<file path="config.mk">
export PLATFORM = sky130hd
export DESIGN_NAME = piped_adder
export DESIGN_NICKNAME = d
export VERILOG_FILES = /design/src/rtl/piped_adder.sv
export SDC_FILE = /design/constraint.sdc
export NUM_CORES = 1
export LEC_CHECK = 0
export CAP_MARGIN = 10
export CORE_MARGIN = 4
export CORE_UTILIZATION = 26
export CTS_CLUSTER_DIAMETER = 120
export DETAILED_ROUTE_END_ITERATION = 12
export PLACE_DENSITY_LB_ADDON = 0.08
export SYNTH_ARGS = -nofsm -noshare
export SYNTH_HDL_FRONTEND = slang
export SYNTH_SLANG_ARGS = --single-unit
</file>
<file path="constraint.sdc">
create_clock -name clk -period 3.4 [get_ports clk]
set_input_delay 0.68 -clock clk [delete_from_list [all_inputs] [get_ports clk]]
set_output_delay 0.68 -clock clk [all_outputs]
set_load 0.005 [all_outputs]
</file>
<file path="src/rtl/piped_adder.sv">
// piped_adder: R-stage carry-segmented pipelined adder.
//
// Computes {cout0, out0} = in0 + in1 + cin0 (unsigned, W+1 bits). The result
// appears R clocks after the operands are sampled. A new operand set is
// accepted on every cycle.
//
// The operands are cut into R segments of ceil(W/R) bits, and the last
// segment takes the remainder. Segment k is added in stage k, using the
// registered carry from stage k-1.
// - Operand segments are delayed (skewed) so that they meet their carry.
// - Sum segments are delayed (deskewed) so that one whole result leaves
//   together.
// - When R = 1 this reduces to a plain registered adder.
//
// Parameters:
//   W  operand/sum width (>= 1)
//   R  pipeline stages / carry segments (1 <= R <= W)
//   C  1: registered carry-out, 0: cout0 held at 0
//   M  sideband width (>= 1)
// Ports:
//   clk    rising-edge clock
//   rst    synchronous active-low reset; clears all pipeline state
//   cin0   carry-in
//   in0    first addend  (W)
//   in1    second addend (W)
//   out0   registered sum (W)
//   cout0  registered carry-out
//   m_i    sideband in  (M), passed through R registers unchanged
//   m_o    sideband out (M), aligned with out0
module piped_adder #(
  parameter int W = 32,
  parameter int R = 1,
  parameter int C = 1,
  parameter int M = 1
) (
  input  logic         clk,
  input  logic         rst,
  input  logic         cin0,
  input  logic [W-1:0] in0,
  input  logic [W-1:0] in1,
  output logic [W-1:0] out0,
  output logic         cout0,
  input  logic [M-1:0] m_i,
  output logic [M-1:0] m_o
);

  localparam int SEG = (W + R - 1) / R;

  genvar gi;
  generate
    for (gi = 0; gi < R; gi++) begin : gen_seg
      // Segment bounds are clipped to W. When ceil(W/R)*R exceeds W,
      // trailing segments can be empty. An empty segment only forwards
      // the carry, so the latency stays the same.
      localparam int LO = (gi * SEG < W) ? gi * SEG : W;
      localparam int HI = ((gi + 1) * SEG < W) ? (gi + 1) * SEG : W;
      localparam int SW = HI - LO;
      localparam int DL = R - 1 - gi;
      // The final carry is only kept when a carry-out is wanted. Otherwise
      // it loads constant 0, so cout0 reads 0 in every cycle.
      localparam bit KEEP_CARRY = (gi < R - 1) || (C != 0);

      logic c_in;
      logic carry_reg;

      if (gi == 0) begin : gen_cin_port
        assign c_in = cin0;
      end else begin : gen_cin_stage
        assign c_in = gen_seg[gi-1].carry_reg;
      end

      if (SW > 0) begin : gen_bits
        logic [SW-1:0] a_seg;
        logic [SW-1:0] b_seg;
        logic [SW:0]   seg_sum;
        logic [SW-1:0] sum_seg_reg;
        logic [SW-1:0] sum_seg_out;

        // Skew: segment gi waits gi cycles for its incoming carry.
        if (gi == 0) begin : gen_noskew
          assign a_seg = in0[HI-1:LO];
          assign b_seg = in1[HI-1:LO];
        end else begin : gen_skew
          logic [gi-1:0][SW-1:0] a_skew_reg;
          logic [gi-1:0][SW-1:0] b_skew_reg;
          always_ff @(posedge clk) begin
            if (!rst) begin
              a_skew_reg <= '0;
              b_skew_reg <= '0;
            end else begin
              a_skew_reg[0] <= in0[HI-1:LO];
              b_skew_reg[0] <= in1[HI-1:LO];
              for (int i = 1; i < gi; i++) begin
                a_skew_reg[i] <= a_skew_reg[i-1];
                b_skew_reg[i] <= b_skew_reg[i-1];
              end
            end
          end
          assign a_seg = a_skew_reg[gi-1];
          assign b_seg = b_skew_reg[gi-1];
        end

        assign seg_sum = {1'b0, a_seg} + {1'b0, b_seg} + {{SW{1'b0}}, c_in};

        always_ff @(posedge clk) begin
          if (!rst) begin
            sum_seg_reg <= '0;
            carry_reg   <= 1'b0;
          end else begin
            sum_seg_reg <= seg_sum[SW-1:0];
            carry_reg   <= KEEP_CARRY ? seg_sum[SW] : 1'b0;
          end
        end

        // Deskew: early segments are held until the last segment is done.
        if (DL == 0) begin : gen_nodeskew
          assign sum_seg_out = sum_seg_reg;
        end else begin : gen_deskew
          logic [DL-1:0][SW-1:0] sum_dly_reg;
          always_ff @(posedge clk) begin
            if (!rst) begin
              sum_dly_reg <= '0;
            end else begin
              sum_dly_reg[0] <= sum_seg_reg;
              for (int i = 1; i < DL; i++) begin
                sum_dly_reg[i] <= sum_dly_reg[i-1];
              end
            end
          end
          assign sum_seg_out = sum_dly_reg[DL-1];
        end

        assign out0[HI-1:LO] = sum_seg_out;
      end else begin : gen_empty
        always_ff @(posedge clk) begin
          if (!rst) begin
            carry_reg <= 1'b0;
          end else begin
            carry_reg <= KEEP_CARRY ? c_in : 1'b0;
          end
        end
      end
    end
  endgenerate

  assign cout0 = gen_seg[R-1].carry_reg;

  // Sideband delay line, R deep, so that it stays aligned with out0.
  logic [R-1:0][M-1:0] m_reg;
  always_ff @(posedge clk) begin
    if (!rst) begin
      m_reg <= '0;
    end else begin
      m_reg[0] <= m_i;
      for (int i = 1; i < R; i++) begin
        m_reg[i] <= m_reg[i-1];
      end
    end
  end
  assign m_o = m_reg[R-1];

endmodule

</file>
==> results.json <==
{
  "power_density_nw_per_um2": 343,
  "outcome": "finished, final reports clean",
  "htree_levels": 2,
  "synth_warnings": 0,
  "wl_per_cell_microns": 14.5,
  "arrival_ns": 3.49,
  "met1_usage_pct": 17.7,
  "finalPower_mw": 1.40,
  "antenna_cells": 0,
  "finalCriticalPeriod_ns": 3.26,
  "areaGrowthSynthToFinish_pct": 52.3,
  "port_buffers": 101,
  "gp_congestion": 0.820,
  "rows": 36,
  "synth_ff_type": "dfxtp_1",
  "clock-root-buffer": "clkbuf_8",
  "route.vias.total": 2788,
  "async_flop_share_pct": 0,
  "dpl.hpwl_microns": 6870,
  "fin_util_pct": 41.3,
  "final_layout_size_suffix_gt1_share_pct": 9.19,
  "synth-edff-count": 0,
  "ir_worst_vdd_uv": 147,
  "finalHoldViolations": 0,
  "io_pins": 102,
  "synth_seq_area_share_pct": 25.3,
  "cap_violations": 0,
  "worstPathMaxFanout": 4,
  "cp.required_ns": 3.63,
  "ys_ff_latch": 34,
  "start_util_pct": 27.1,
  "clock_sinks": 34,
  "setup_viol": 0,
  "drt-pass1-iter-count": 4,
  "finalCritPeriodShare_pct": 96.0,
  "die_w_microns": 110,
  "cts_made_buffers": 5,
  "worstSetupStartpointType": "input port",
  "syn_inst": 326,
  "antenna_left": 0,
  "max_freq_mhz": 307,
  "fin_nets": 548,
  "drc": 0,
  "drv_slew": 0,
  "synth_cell_types": 49,
  "grt_use_met2_pct": 24.1,
  "grt_max_degree": 22,
  "cts.path.max_buffers": 2,
  "core_sq_um": 9910,
  "drt-initial-drc-count": 68,
  "synth_area_sq_um": 2690,
  "leakage_nw": 1.70,
  "hold_class": "in2reg",
  "antenna_found_initial": 0,
  "synth.avg_cell_area_sq_um": 8.25,
  "die_h_microns": 110,
  "wl_microns": 8390,
  "grt_usage_pct": 14.1,
  "crit_type": "in2reg",
  "use_met3_pct": 2.94,
  "worstMarginPinSlew_ns": 0.437,
  "crit_path_end_kind": "register",
  "cts_tree": "done",
  "grt.busiest_layer": "met2",
  "overflow": 0,
  "rsz0062_at_grt": "no",
  "syn-num-nets": 427,
  "vias_per_cell": 4.82,
  "grt_pass1_vias": 2828,
  "max-slew-margin-rel_pct": 70.8,
  "dieArea_sq_um": 12000,
  "cts.clk_slew.worst_paths_ns": 0.08,
  "tns_ns": 0,
  "grt_pass1_wl_microns": 13400
}
==> sequential cells by signal, indices dropped and copies added (netlist names) <==
name and count:
out0 32, cout0 1, m_o 1
==> critical path, cell delays in order <==
cell and delay (ns):
clkdlybuf4s50_1 0.44, fa_2 0.41, fa_1 0.40, a21o_1 0.21, a221o_1 0.40, nand3_2 0.11, o21ai_2 0.06, a211o_1 0.31
a221oi_2 0.26, mux2i_1 0.21
==> through the flow <==
step	worst slack, ns	hold slack, ns	cell area [sq um]	instances
after floorplan	0.314	0.807	2690	326
after global placement	-0.209	1.28	4000	572
after detailed placement	-0.279	1.28	4000	572
after CTS	0.0254	0.971	4090	578
after global routing	0.0229	0.987	4100	579
final	0.138	0.968	4100	579
==> synth_stat cells (4+ instances only) <==
master,n,area share (%)
a211oi_1,4,1.1
a21o_1,11,3.1
a21oi_1,26,4.8
a31oi_1,8,1.9
and2_1,22,5.1
and3_1,8,1.9
clkbuf_1,11,1.5
dfxtp_1,34,25
ha_1,31,14
inv_1,4,0.56
mux2i_1,6,2.2
nand2_1,30,4.2
nand2b_1,7,1.6
nand3_1,7,1.3
nand4_1,7,1.6
nor2_1,14,2.0
nor2b_1,4,0.93
nor3_1,5,0.93
o211ai_1,4,1.1
o21a_1,12,3.3
o21ai_0,12,2.2
o21ai_1,6,1.1
o21bai_1,4,1.1
xnor2_1,10,3.3
xor2_1,7,2.3
==> area by class of cell <==
class                           count  area (sq um)
Multi-Input combinational cell    275          1950
Tap cell                          133           166
Clock buffer                        6          82.6
Inverter                            4          15.0
Sequential cell                    34           681
Timing Repair Buffer              127          1210
Fill cell                        1064          5810
==> routing by layer <==
layer  share of wire (%)  routed length, microns  vias to the layer above
li1                    -                       -                     1435
met1                  45                    3760                     1275
met2                  48                    4040                       69
met3                 5.4                     452                        9
met4                 1.6                     131                        0
met5                   0                       0                        -
==> where the power goes <==
| group | switching (mW) | leakage (nW) | internal [mW] |
|---|---|---|---|
| clock | 0.162 | 0.0431 | 0.157 |
| sequential | 0.0154 | 0.283 | 0.452 |
| combinational | 0.267 | 1.38 | 0.352 |
| total | 0.444 | 1.70 | 0.960 |
==> timing repair <==
action	4_1_cts	5_1_grt
endpoints found under the setup margin	0	2
hold buffers	0	0
buffers inserted	0	1
gates resized for setup	0	1
==> path summary, 6_finish.rpt <==
kind  start       end  slack [ns]  cells after the start
max    cin0  out0[26]        0.14                     10
min     m_i       m_o        0.97                      2
==> layout by cell type, fill, tap and decap left out, drive strengths merged, types with 2 or more instances in the layout <==
cell and count:
inv 4, nand2 30, nor2 14, a211o 2, or3 2, nand3 8
o21ai 19, o21bai 4, nor3 5, a21boi 3, nand4 7, buf 26
and2 22, a21o 11, xnor2 10, fa 2, xor2 7, mux2i 6
a221oi 2, dfxtp 34, clkdlybuf4s50 101, o2111ai 2, a31oi 8, nand2b 7
o31a 2, o31ai 2, ha 31, a21oi 27, a211oi 4, o21a 12
nor2b 4, o211ai 4, clkbuf 6, and3 8
==> cells by family after synthesis <==
group,after synthesis,synth area share (%)
buffers and inverters,17,2.46
XOR/XNOR,17,5.53
adder cells (fa/ha/maj),33,15.9
AO/OA/AOI/OAI,106,26.5
AND/OR/NAND/NOR,113,22.0
multiplexers,6,2.23
flip-flops,34,25.3
No activity file was read; power rests on OpenSTA's default activity.
